## config.mk

```make
export PLATFORM = sky130hd
export DESIGN_NAME = ec_cp0_unit
export DESIGN_NICKNAME = d
export VERILOG_FILES = /design/src/rtl/ec_cp0_unit.sv
export SDC_FILE = /design/constraint.sdc
export NUM_CORES = 1
export LEC_CHECK = 0
export BUFFER_PORTS_ARGS = -buffer_cell sky130_fd_sc_hd__buf_2
export CAP_MARGIN = 20
export CORE_ASPECT_RATIO = 0.6
export CORE_UTILIZATION = 40
export CTS_BUF_LIST = sky130_fd_sc_hd__clkbuf_2 sky130_fd_sc_hd__clkbuf_4 sky130_fd_sc_hd__clkbuf_8
export DETAILED_ROUTE_END_ITERATION = 10
export GPL_ROUTABILITY_DRIVEN = 0
export PLACE_DENSITY = 0.72
export SLEW_MARGIN = 20
export SYNTH_ARGS = -nofsm -noshare
export SYNTH_HDL_FRONTEND = slang
export SYNTH_SLANG_ARGS = --single-unit
```

## constraint.sdc

```tcl
create_clock -name clk -period 3 [get_ports clk]
set_input_delay 0.45 -clock clk [delete_from_list [all_inputs] [get_ports clk]]
set_output_delay 0.45 -clock clk [all_outputs]
set_load 0.03 [all_outputs]
```

## src/rtl/ec_cp0_unit.sv

```systemverilog
// Exception-commit stage with embedded CP0 (Status/Cause/EPC/BadVAddr/Count/Compare).
// Optional Count/Compare timer interrupt enabled by defining EC_TIMER_INT_EN.
module ec_cp0_unit #(
  parameter int unsigned NUM_EXC         = 6,
  parameter int unsigned NUM_HW_INT      = 6,
  parameter int unsigned INT_SYNC_STAGES = 2,
  parameter logic [5*NUM_EXC-1:0] EXC_CODE_MAP = {5'h04, 5'h0a, 5'h0c, 5'h09, 5'h08, 5'h04}
) (
  input  logic                  clk,
  input  logic                  resetn,
  input  logic [NUM_HW_INT-1:0] ext_int,
  input  logic                  ec_valid,
  input  logic [NUM_EXC-1:0]    ec_ex,
  input  logic                  ec_load,
  input  logic [31:0]           ec_pc,
  input  logic [31:0]           ec_res,
  input  logic                  ec_bd,
  input  logic                  ec_eret,
  input  logic                  ec_cp0ren,
  input  logic                  ec_cp0wen,
  input  logic [7:0]            ec_cp0addr,
  input  logic [31:0]           ec_wdata,
  output logic                  exc_oc,
  output logic                  eret_oc,
  output logic                  int_pending,
  output logic [31:0]           cp0rdata,
  output logic [31:0]           cp0_epc
);

  localparam logic [7:0] ADDR_BADV    = 8'h40;
  localparam logic [7:0] ADDR_COUNT   = 8'h48;
  localparam logic [7:0] ADDR_COMPARE = 8'h58;
  localparam logic [7:0] ADDR_STATUS  = 8'h60;
  localparam logic [7:0] ADDR_CAUSE   = 8'h68;
  localparam logic [7:0] ADDR_EPC     = 8'h70;
  localparam logic [4:0] CODE_ADES    = 5'h05;
  localparam logic [4:0] CODE_INT     = 5'h00;

  logic [7:0]            im_q;
  logic                  exl_q;
  logic                  ie_q;
  logic                  bd_q;
  logic [1:0]            ip_sw_q;
  logic [4:0]            exc_code_q;
  logic [31:0]           epc_q;
  logic [31:0]           badv_q;
  logic [31:0]           count_q;
  logic [31:0]           compare_q;
  logic [NUM_HW_INT-1:0] sync_q [INT_SYNC_STAGES];
  logic                  ti;

  logic [5:0]  ip_hw;
  logic [7:0]  ip;
  logic        int_req;
  logic        int_taken;
  logic        ex_any;
  logic        sel_top;
  logic        sel_bit0;
  logic [4:0]  map_code;
  logic [4:0]  exc_code_nxt;
  logic        wr_en;
  logic        wr_status;
  logic        wr_cause;
  logic        wr_epc;
  logic        wr_count;
  logic        wr_compare;
  logic [31:0] rd_mux;

  // Interrupt view, priority select and commit strobes
  always_comb begin
    ip_hw    = 6'(sync_q[INT_SYNC_STAGES-1]);
    ip       = {ip_hw[5] | ti, ip_hw[4:0], ip_sw_q};
    int_req  = (|(ip & im_q)) & ie_q & ~exl_q;
    int_taken = ec_valid & int_req;
    ex_any   = |ec_ex;
    sel_top  = ec_ex[NUM_EXC-1];
    sel_bit0 = (ec_ex == NUM_EXC'(1));
    map_code = EXC_CODE_MAP[4:0];
    for (int i = 0; i < NUM_EXC; i++) begin
      if (ec_ex[i]) map_code = EXC_CODE_MAP[5*i +: 5];
    end
    if (int_taken)               exc_code_nxt = CODE_INT;
    else if (sel_bit0 & ~ec_load) exc_code_nxt = CODE_ADES;
    else                         exc_code_nxt = map_code;
  end

  // Reset forces the strobes low even while a commit is presented
  assign exc_oc  = resetn & (int_taken | (ec_valid & ex_any));
  assign eret_oc = resetn & ec_valid & ec_eret & ~ex_any & ~int_taken;

  // An excepting instruction never retires its MTC0
  assign wr_en      = ec_valid & ec_cp0wen & ~exc_oc;
  assign wr_status  = wr_en & (ec_cp0addr == ADDR_STATUS);
  assign wr_cause   = wr_en & (ec_cp0addr == ADDR_CAUSE);
  assign wr_epc     = wr_en & (ec_cp0addr == ADDR_EPC);
  assign wr_count   = wr_en & (ec_cp0addr == ADDR_COUNT);
  assign wr_compare = wr_en & (ec_cp0addr == ADDR_COMPARE);

  always_comb begin
    rd_mux = '0;
    case (ec_cp0addr)
      ADDR_STATUS:  rd_mux = {9'd0, 1'b1, 6'd0, im_q, 6'd0, exl_q, ie_q};
      ADDR_CAUSE:   rd_mux = {bd_q, ti, 14'd0, ip, 1'b0, exc_code_q, 2'b00};
      ADDR_EPC:     rd_mux = epc_q;
      ADDR_BADV:    rd_mux = badv_q;
      ADDR_COUNT:   rd_mux = count_q;
      ADDR_COMPARE: rd_mux = compare_q;
      default:      rd_mux = '0;
    endcase
  end

  assign cp0rdata = ec_cp0ren ? rd_mux : '0;
  assign cp0_epc  = epc_q;

  // Status/Cause/EPC/BadVAddr; hardware updates are applied after MTC0 so they win
  always_ff @(posedge clk or negedge resetn) begin
    if (!resetn) begin
      im_q        <= '0;
      exl_q       <= 1'b0;
      ie_q        <= 1'b0;
      bd_q        <= 1'b0;
      ip_sw_q     <= '0;
      exc_code_q  <= '0;
      epc_q       <= '0;
      badv_q      <= '0;
      int_pending <= 1'b0;
      for (int s = 0; s < INT_SYNC_STAGES; s++) sync_q[s] <= '0;
    end else begin
      sync_q[0] <= ext_int;
      for (int s = 1; s < INT_SYNC_STAGES; s++) sync_q[s] <= sync_q[s-1];
      int_pending <= int_req;
      if (wr_status) begin
        im_q  <= ec_wdata[15:8];
        exl_q <= ec_wdata[1];
        ie_q  <= ec_wdata[0];
      end
      if (wr_cause) ip_sw_q <= ec_wdata[9:8];
      if (wr_epc)   epc_q   <= ec_wdata;
      if (exc_oc) begin
        exl_q      <= 1'b1;
        exc_code_q <= exc_code_nxt;
        if (!exl_q) begin
          epc_q <= ec_bd ? ec_pc - 32'd4 : ec_pc;
          bd_q  <= ec_bd;
        end
        if (!int_taken && sel_top)       badv_q <= ec_pc;
        else if (!int_taken && sel_bit0) badv_q <= ec_res;
      end else if (eret_oc) begin
        exl_q <= 1'b0;
      end
    end
  end

`ifdef EC_TIMER_INT_EN
  logic tog_q;
  logic ti_q;

  // Count advances every second clock; TI latches on a Count/Compare match
  always_ff @(posedge clk or negedge resetn) begin
    if (!resetn) begin
      count_q   <= '0;
      compare_q <= '0;
      tog_q     <= 1'b0;
      ti_q      <= 1'b0;
    end else begin
      if (wr_count) begin
        count_q <= ec_wdata;
        tog_q   <= 1'b0;
      end else begin
        tog_q <= ~tog_q;
        if (tog_q) count_q <= count_q + 32'd1;
      end
      if (wr_compare) compare_q <= ec_wdata;
      if (count_q == compare_q) ti_q <= 1'b1;
      else if (wr_compare)      ti_q <= 1'b0;
    end
  end

  assign ti = ti_q;
`else
  // Timer disabled: Count/Compare are plain storage
  always_ff @(posedge clk or negedge resetn) begin
    if (!resetn) begin
      count_q   <= '0;
      compare_q <= '0;
    end else begin
      if (wr_count)   count_q   <= ec_wdata;
      if (wr_compare) compare_q <= ec_wdata;
    end
  end

  assign ti = 1'b0;
`endif

endmodule

```

After elaboration in Yosys (flattened, before gate mapping)
Index checks and enable logic that the tools add are counted.
{ "classes": {"reduce_logical": 9, "n_mux": 18, "n_eq_ne": 7, "n_addsub": 1, "bitwise": 24} }
{ "ops": {"columns": ["cell", "n"], "rows": [
  ["32-bit two-way mux", 7],
  ["32-bit case mux with 6 select lines", 1],
  ["8-bit by 7-bit == test with 1-bit output (second input constant)", 6],
  ["32-bit by 3-bit subtractor with 32-bit output (second input constant)", 1],
  ["1-bit bitwise AND", 17],
  ["4-bit two-way mux", 4],
  ["5-bit two-way mux", 3],
  ["8-bit bitwise AND", 1],
  ["8-bit OR reduction", 1],
  ["6-bit by 1-bit == test with 1-bit output (second input constant)", 1],
  ["6-bit OR reduction", 1],
  ["1-bit NOT", 5],
  ["2-bit AND reduction", 2],
  ["1-bit two-way mux", 3],
  ["3-bit nonzero test", 1],
  ["1-bit logical AND", 2],
  ["2-bit nonzero test", 1],
  ["1-bit zero test", 1],
  ["1-bit OR", 1]
]} }
{ "totals": {"elab_cells": 72, "in_bits": 124, "output_inout_bits": 67, "ff_bits": 159} }

Depth between registers and ports, before layout
Gate-level depths: netlist (run 1).
{ "logic_depth": {"ltp_word": 13, "depth_mapped": 7, "depth_no_buf": 6} }

Worst setup path before layout (run 1)
OpenSTA, ideal clock, no wires.
{ "synth_path": {"kind": "input -> output", "from": "input ec_cp0addr[4]", "to": "output cp0rdata[10]", "setup_slack_ns": 0.005, "required_time_ns": 2.550, "path_stages": 6, "n_path_buf": 1, "arrival_ns": 2.545, "cell_sequence": "inv_1 or4b_1 nor4b_2 clkbuf_1 nand2_1 a21boi_0"} }
{ "synth_between": {"elab_chain_cells": 3, "elab_cells_between_ends": 8, "classes_between": "eq/ne: 6; mux: 2"} }
{ "synth_rtl": {"columns": ["item", "line", "rtl"], "rows": [
  ["from (decl)", "21", "input logic [7:0] ec_cp0addr,"],
  ["8-bit by 7-bit == test with 1-bit output", "101", "case (ec_cp0addr)"],
  ["32-bit case mux with 6 select lines (*)", "101", null],
  ["32-bit two-way mux (*)", "112", "assign cp0rdata = ec_cp0ren ? rd_mux : '0;"],
  ["to (decl)", "26", "output logic [31:0] cp0rdata,"]
]} }
Mark *: on every way between the ends. The rest lies on a longest branch, timed or not.

Worst setup path in the final report (run 1)
{ "layout_path": {"from": "register im_q[6]", "to": "output eret_oc"} }
{ "layout_between": {"elab_chain_cells": 7} }
{ "layout_rtl": {"columns": ["item", "line", "rtl"], "rows": [
  ["from (decl)", "39", "logic [7:0] im_q;"],
  ["from (signal assigned)", "133", "im_q <= ec_wdata[15:8];"],
  ["8-bit bitwise AND", "73", "int_req = (|(ip & im_q)) & ie_q & ~exl_q;"],
  ["8-bit OR reduction", "73", null],
  ["1-bit bitwise AND (2 in series)", "73", null],
  ["net int_req", "54", "logic int_req;"],
  ["1-bit bitwise AND", "74", "int_taken = ec_valid & int_req;"],
  ["1-bit NOT", "89", "assign eret_oc = resetn & ec_valid & ec_eret & ~ex_any & ~int_taken;"],
  ["1-bit bitwise AND", "89", null],
  ["to (decl)", "24", "output logic eret_oc,"]
]} }
The timed path passes the listed nets, and every way through them passes these cells.

==> qor.csv, run 1 <==
metric;value;unit
drc;0;
p_leak;4.68;nW
syn_area;7990;sq um
crit_chain;a22o_1 > o41ai_4 > inv_2 > nor3_1 > buf_2;
period_share;96.2;%
async_reset_ff_share;100;%
cpMaxStageDelayCell;o41ai_4;
postLayoutCellArea;10100;sq um
arrival;2.44;ns
cts_htree_levels;4;
synthDistinctLibCells;53;
dr.pass1.iters;6;
relSlewSlack;34.8;%
ys_warn_count;0;
synthAdderAreaFrac;0.157;%
rsz0062_at_grt;no;
drive_above_1_share;36.4;%
crit_path_end_kind;output pin;
hold_viol;0;
synth_top_family_by_area;compound AO/OA/AOI/OAI gates;
cts_tree;done;
boundaryPins;191;
ff2ff_path_depth;6;
cp.required;2.55;ns
maxCapViolCount;0;
ctsRootBufferMaster;clkbuf_8;
p_per_area;539;nW/um^2
rrSetupSlack;0.38;ns
synthSimpleGateAreaFrac;13.6;%
finalMaxSlewViolations;0;
total_power;5.45;mW
synth_fp_nets;896;
worst_slew_pin_slew;0.978;ns
fin_cells;1250;
clk_latency;0.47;ns
dp_hpwl;19.2;mm
setup.worst_path.start;im_q[6];
synth_ff_type;dfrtp_1;
finalSetupTns;0;ns
vias_per_cell;5.80;
min_path_type;input port to flip-flop;
grt_first_pass_wirelength;40.5;mm
grt_antenna_before_repair;1;
synth_compound_area_share;17.8;%
dr.first_iter.drc_count;896;
num-nets-final;1095;
fin_skew;0.0182;ns
die_height;111;microns
critPathMaxFanout;7;
synthTopCellsByArea;dfrtp_1 49%, mux2_2 10%, nand2_1 6.2%;
crit_end;eret_oc;
rows;39;
post-route-util;52.5;%
area_delta_synth_final;26.5;%
synth_area_per_cell;10.4;sq um
r2r_end;im_q[6];
dp.cells;1214;
synth_xor_xnor_area_share;3.07;%
regToRegStartpoint;im_q[6];
synth_edf_count;0;
synthMuxAreaShare;13.0;%
synth_top_area_share;49.5;%
holdPathStages;1;
grt_overflow;0;
core-area;19300;sq um
vias;7244;
groute.usage.overall;26.3;%
yosysTopAreaCell;dfrtp_1;
wl_per_cell;20.9;microns
cts_inserted_buffers;17;
clk_pin_slew;0.10;ns
netlist_instances;771;
crit_type;flip-flop to output pin;
dieArea;20600;sq um
port_buffers;190;
ir_drop;0.275;mV
min_period;2.89;ns
grt_pass1_vias;7046;
start_util;41.5;%
setup_viol;0;
grt_max_degree;67;
startpoint_type;flip-flop;
synth-seq-area-share;49.5;%
ant_nets;0;
dpl_cell_area;9580;sq um
die_w;184;microns
slowest_delay;0.42;ns
routed_wl;26.2;mm
max-clock-path-buffers;2;
cts_num_sinks;158;
status;completed;
yosys_register_bits;158;
fmax;346;MHz
## placed cells by master (no fill, tap or decap), types with 23 or more instances in the layout
cell and instances:
a222oi_1 23, buf_2 189, nand2_1 131, dfrtp_1 158, a22oi_1 46, a21oi_1 26, buf_4 31, mux2_2 72
nor2_1 47, xnor2_1 24, a31oi_1 63
## through the flow
step | hold slack [ns] | worst slack, ns
2_1_floorplan | 0.154 | 0.00506
3_3_place_gp | 0.338 | 0.105
3_5_place_dp | 0.336 | 0.0419
4_1_cts | 0.0576 | 0.0300
5_1_grt | 0.0490 | 0.00439
6_report | 0.0796 | 0.114
## where the power goes
part	leakage [nW]	internal, mW	total (mW)	switching, mW
clock	0.252	1.12	1.99	0.870
combinational	2.43	0.326	0.927	0.601
sequential	2.00	2.35	2.53	0.187
## what timing repair did
item,4_1_cts,5_1_grt
gates resized for setup,0,1
hold buffers,1,0
setup buffers,0,2
setup endpoints to repair,0,20
endpoints found under the hold margin,28,0
## kinds of logic (layout without fill, tap and decap cells)
group                      after synthesis  after routing
AOI/OAI and AO/OA                      195            195
xor gates and xnor gates                28             28
adders and majority gates                1              1
buffers and inverters                   59            271
DFF                                    158            158
muxes                                   88             88
other                                    0              1
and+or+nand+nor                        242            242
## flip-flops by register name (all words and copies together), names as in the netlist, 4 cells and up
register    cells
im_q            8
compare_q      32
sync_q          6
badv_q         32
count_q        32
exc_code_q      4
cp0_epc        32
ip_hw           6
## cell type report
type,count,area [sq um]
antenna,1,2.50
clock buffer,18,248
clock inverter,14,255
fill,1775,9170
inverter,7,26.3
multi-input combinational,554,3900
sequential,158,3950
tap,266,333
timing repair buffer,232,1390
## critical path, delay by kind of cell (launching register included)
| kind | cells | cell delay (ns) |
|---|---|---|
| AOI/OAI and AO/OA | 2 | 0.74 |
| buffers and inverters | 2 | 0.47 |
| DFF | 1 | 0.41 |
| and+or+nand+nor | 1 | 0.36 |
## synth_stat cells, types with 2 or more instances
library cell / n
o31ai_1: 2
mux2i_1: 4
a21boi_1: 6
nor3_2: 2
mux2_1: 7
clkbuf_1: 45
o21ai_0: 6
a21o_1: 2
a31oi_1: 63
a22o_1: 8
nor3_1: 19
nor4b_1: 2
a22oi_1: 46
nor2_1: 47
nor3b_1: 5
nor4_1: 8
a222oi_1: 23
xnor2_1: 24
buf_2: 6
or4_1: 2
a21oi_1: 26
inv_1: 6
nand3_1: 3
or3_1: 5
and3_1: 3
o21ai_1: 2
or2_2: 2
mux2_2: 72
nand2_1: 131
xor2_1: 4
nor2b_1: 2
a21boi_0: 3
nand4_1: 4
mux4_2: 5
dfrtp_1: 158
## metal layers
layer	part of all wire [%]	GRT usage, %	up-vias
met5	0	0	-
met4	1.3	6.61	0
met3	10	8.18	31
met2	41	36.4	386
met1	47	39.6	3555
li1	-	-	3272
## how the worst min path moves through the flow
stage               start        end  slack [ns]
3_3_place_gp   sync_q[10]   ip_hw[4]        0.34
6_report       ext_int[1]  sync_q[7]        0.08
3_5_place_dp    sync_q[9]   ip_hw[3]        0.34
4_1_cts        ext_int[1]  sync_q[7]        0.06
2_1_floorplan      resetn  badv_q[0]        0.15
5_1_grt        ext_int[1]  sync_q[7]        0.05
No activity file was read; power rests on OpenSTA's default activity.
==> run 2: changes to the inputs <==
--- a/config.mk
+++ b/config.mk
@@ -12,7 +12,7 @@
 export CTS_BUF_LIST = sky130_fd_sc_hd__clkbuf_2 sky130_fd_sc_hd__clkbuf_4 sky130_fd_sc_hd__clkbuf_8
 export DETAILED_ROUTE_END_ITERATION = 10
 export GPL_ROUTABILITY_DRIVEN = 0
-export PLACE_DENSITY = 0.72
+export PLACE_DENSITY = 0.75
 export SLEW_MARGIN = 20
 export SYNTH_ARGS = -nofsm -noshare
 export SYNTH_HDL_FRONTEND = slang
==> constraint.sdc (replaced) <==
create_clock -name clk -period 2.6 [get_ports clk]
set_input_delay 0.39 -clock clk [delete_from_list [all_inputs] [get_ports clk]]
set_output_delay 0.39 -clock clk [all_outputs]
set_load 0.03 [all_outputs]
==> qor.csv, run 2 (synthesized netlist as in run 1, its figures left out) <==
metric;value;unit;change
status;completed;;
cts_inserted_buffers;17;;unchanged
cts_num_sinks;158;;unchanged
dr.first_iter.drc_count;944;;+5.4%
dpl_cell_area;9800;sq um;+2.4%
postLayoutCellArea;10700;sq um;+5.6%
rsz0062_at_grt;yes;;
setup_viol;0;;unchanged
fmax;386;MHz;
dr.pass1.iters;8;;+2
holdWs;0.0272;ns;-0.0524 ns
r2r_end;compare_q[30];;
clk_pin_slew;0.11;ns;about the same
port_buffers;190;;unchanged
p_leak;4.82;nW;+2.8%
relSlewSlack;44.5;%;+9.7 points
vias;7521;;+3.8%
finalMaxSlewViolations;0;;unchanged
die_height;111;microns;unchanged
setup.worst_path.start;im_q[2];;
worst_slew_pin_slew;0.833;ns;-0.145 ns
dp_hpwl;19.4;mm;+0.92%
fin_skew;0.0243;ns;+0.00604 ns
clk_latency;0.47;ns;about the same
area_delta_synth_final;33.6;%;
vias_per_cell;5.91;;+2.0%
routed_wl;27.4;mm;+4.8%
grt_first_pass_wirelength;41.7;mm;+2.8%
start_util;41.5;%;unchanged
p_per_area;555;nW/um^2;+3.0%
rows;39;;unchanged
total_power;5.93;mW;+8.8%
final_cell_mix;163 x buf_2, 158 x dfrtp_1, 131 x nand2_1;;
die_w;184;microns;unchanged
fin_cells;1272;;+1.8%
ff2ff_path_depth;7;;+1
grt_overflow;0;;unchanged
ir_drop;0.255;mV;-7.4%
crit_end;eret_oc;;
rrSetupSlack;0.05;ns;-0.33 ns
min_path_type;input port to flip-flop;;
post-place-ws;-0.0499;ns;-0.0918 ns
cts_htree_levels;4;;unchanged
hold_viol;0;;unchanged
grt_max_degree;67;;unchanged
period_share;99.7;%;
crit_type;flip-flop to output pin;;
core-area;19300;sq um;unchanged
layout_commonest_cell;buf_2;;
startpoint_type;flip-flop;;
cp.required;2.21;ns;-0.34 ns
grt_pass1_vias;7371;;+4.6%
boundaryPins;191;;unchanged
dieArea;20600;sq um;unchanged
crit_path_end_kind;output pin;;
num-nets-final;1116;;+1.9%
maxCapViolCount;0;;unchanged
arrival;2.20;ns;-0.24 ns
grt_antenna_before_repair;5;;+4
cts_tree;done;;
drc;0;;unchanged
drive_above_1_share;40.7;%;+4.3 points
wl_per_cell;21.6;microns;+3.0%
groute.usage.overall;27.0;%;+0.63 points
ctsRootBufferMaster;clkbuf_8;;
critPathMaxFanout;4;;-3
min_period;2.59;ns;
ant_nets;0;;unchanged
post-route-util;55.4;%;+2.9 points
finalSetupTns;0;ns;unchanged
regToRegStartpoint;im_q[2];;
fin_ws;0.00696;ns;-0.107 ns
max-clock-path-buffers;2;;unchanged
dp.cells;1225;;+0.91%
[run 2: changes by cell type in the layout (fill, tap and decap cells not counted), sizes merged]
cell,change
inv,+6
dlygate4sd3,+4
clkinv,-2
buf,+16
clkinvlp,+1
bufinv,-4
diode,+1
[run 2: what timing repair did]
action,in CTS,in global routing
gates cloned,0,1
buffers inserted,3,4
endpoints found under the hold margin,6,0
hold buffers,5,0
resized for setup,28,59
endpoints found under the setup margin,23,45
pin swaps,4,8
[run 2: cell type report]
| type | instances | area [sq um] |
|---|---|---|
| fill | 1661 | 8600 |
| inverter | 7 | 40.0 |
| sequential | 158 | 3950 |
| tap | 266 | 333 |
| multi-input combinational | 554 | 4120 |
| clock inverter | 15 | 168 |
| timing repair buffer | 253 | 1820 |
| antenna | 2 | 5.00 |
| clock buffer | 17 | 234 |
[run 2: report_power, final]
group	leakage [nW]	internal (mW)	switching (mW)	total, mW
combinational	2.61	0.393	0.713	1.11
clock	0.205	0.814	1.09	1.91
sequential	2.00	2.71	0.209	2.92
[run 2: how the worst min path moves through the flow]
stage	from	endpoint	slack [ns]	cells past startpoint
after floorplan	resetn	badv_q[0]	0.09	0
after global placement	resetn	exc_code_q[1]	0.21	1
after detailed placement	resetn	exc_code_q[1]	0.21	1
after CTS	ext_int[0]	sync_q[6]	0.002	1
after global routing	ext_int[5]	sync_q[11]	0.008	1
final	ext_int[0]	sync_q[6]	0.03	1
[run 2: metal layers]
metal  up-vias  routed length [microns]  global-route usage (%)
met5         -                       41                       0
met4         6                      290                    7.00
met3        39                     3120                    8.11
met2       446                    11700                    39.0
met1      3718                    12300                    39.1
li1       3312                        -                       -
[run 2: critical path: stages, from the launching register on]
cell      delay (ns)
dfrtp_1         0.42
a22o_1          0.26
o41ai_4         0.40
bufinv_8        0.26
nor3_4          0.23
buf_6           0.17
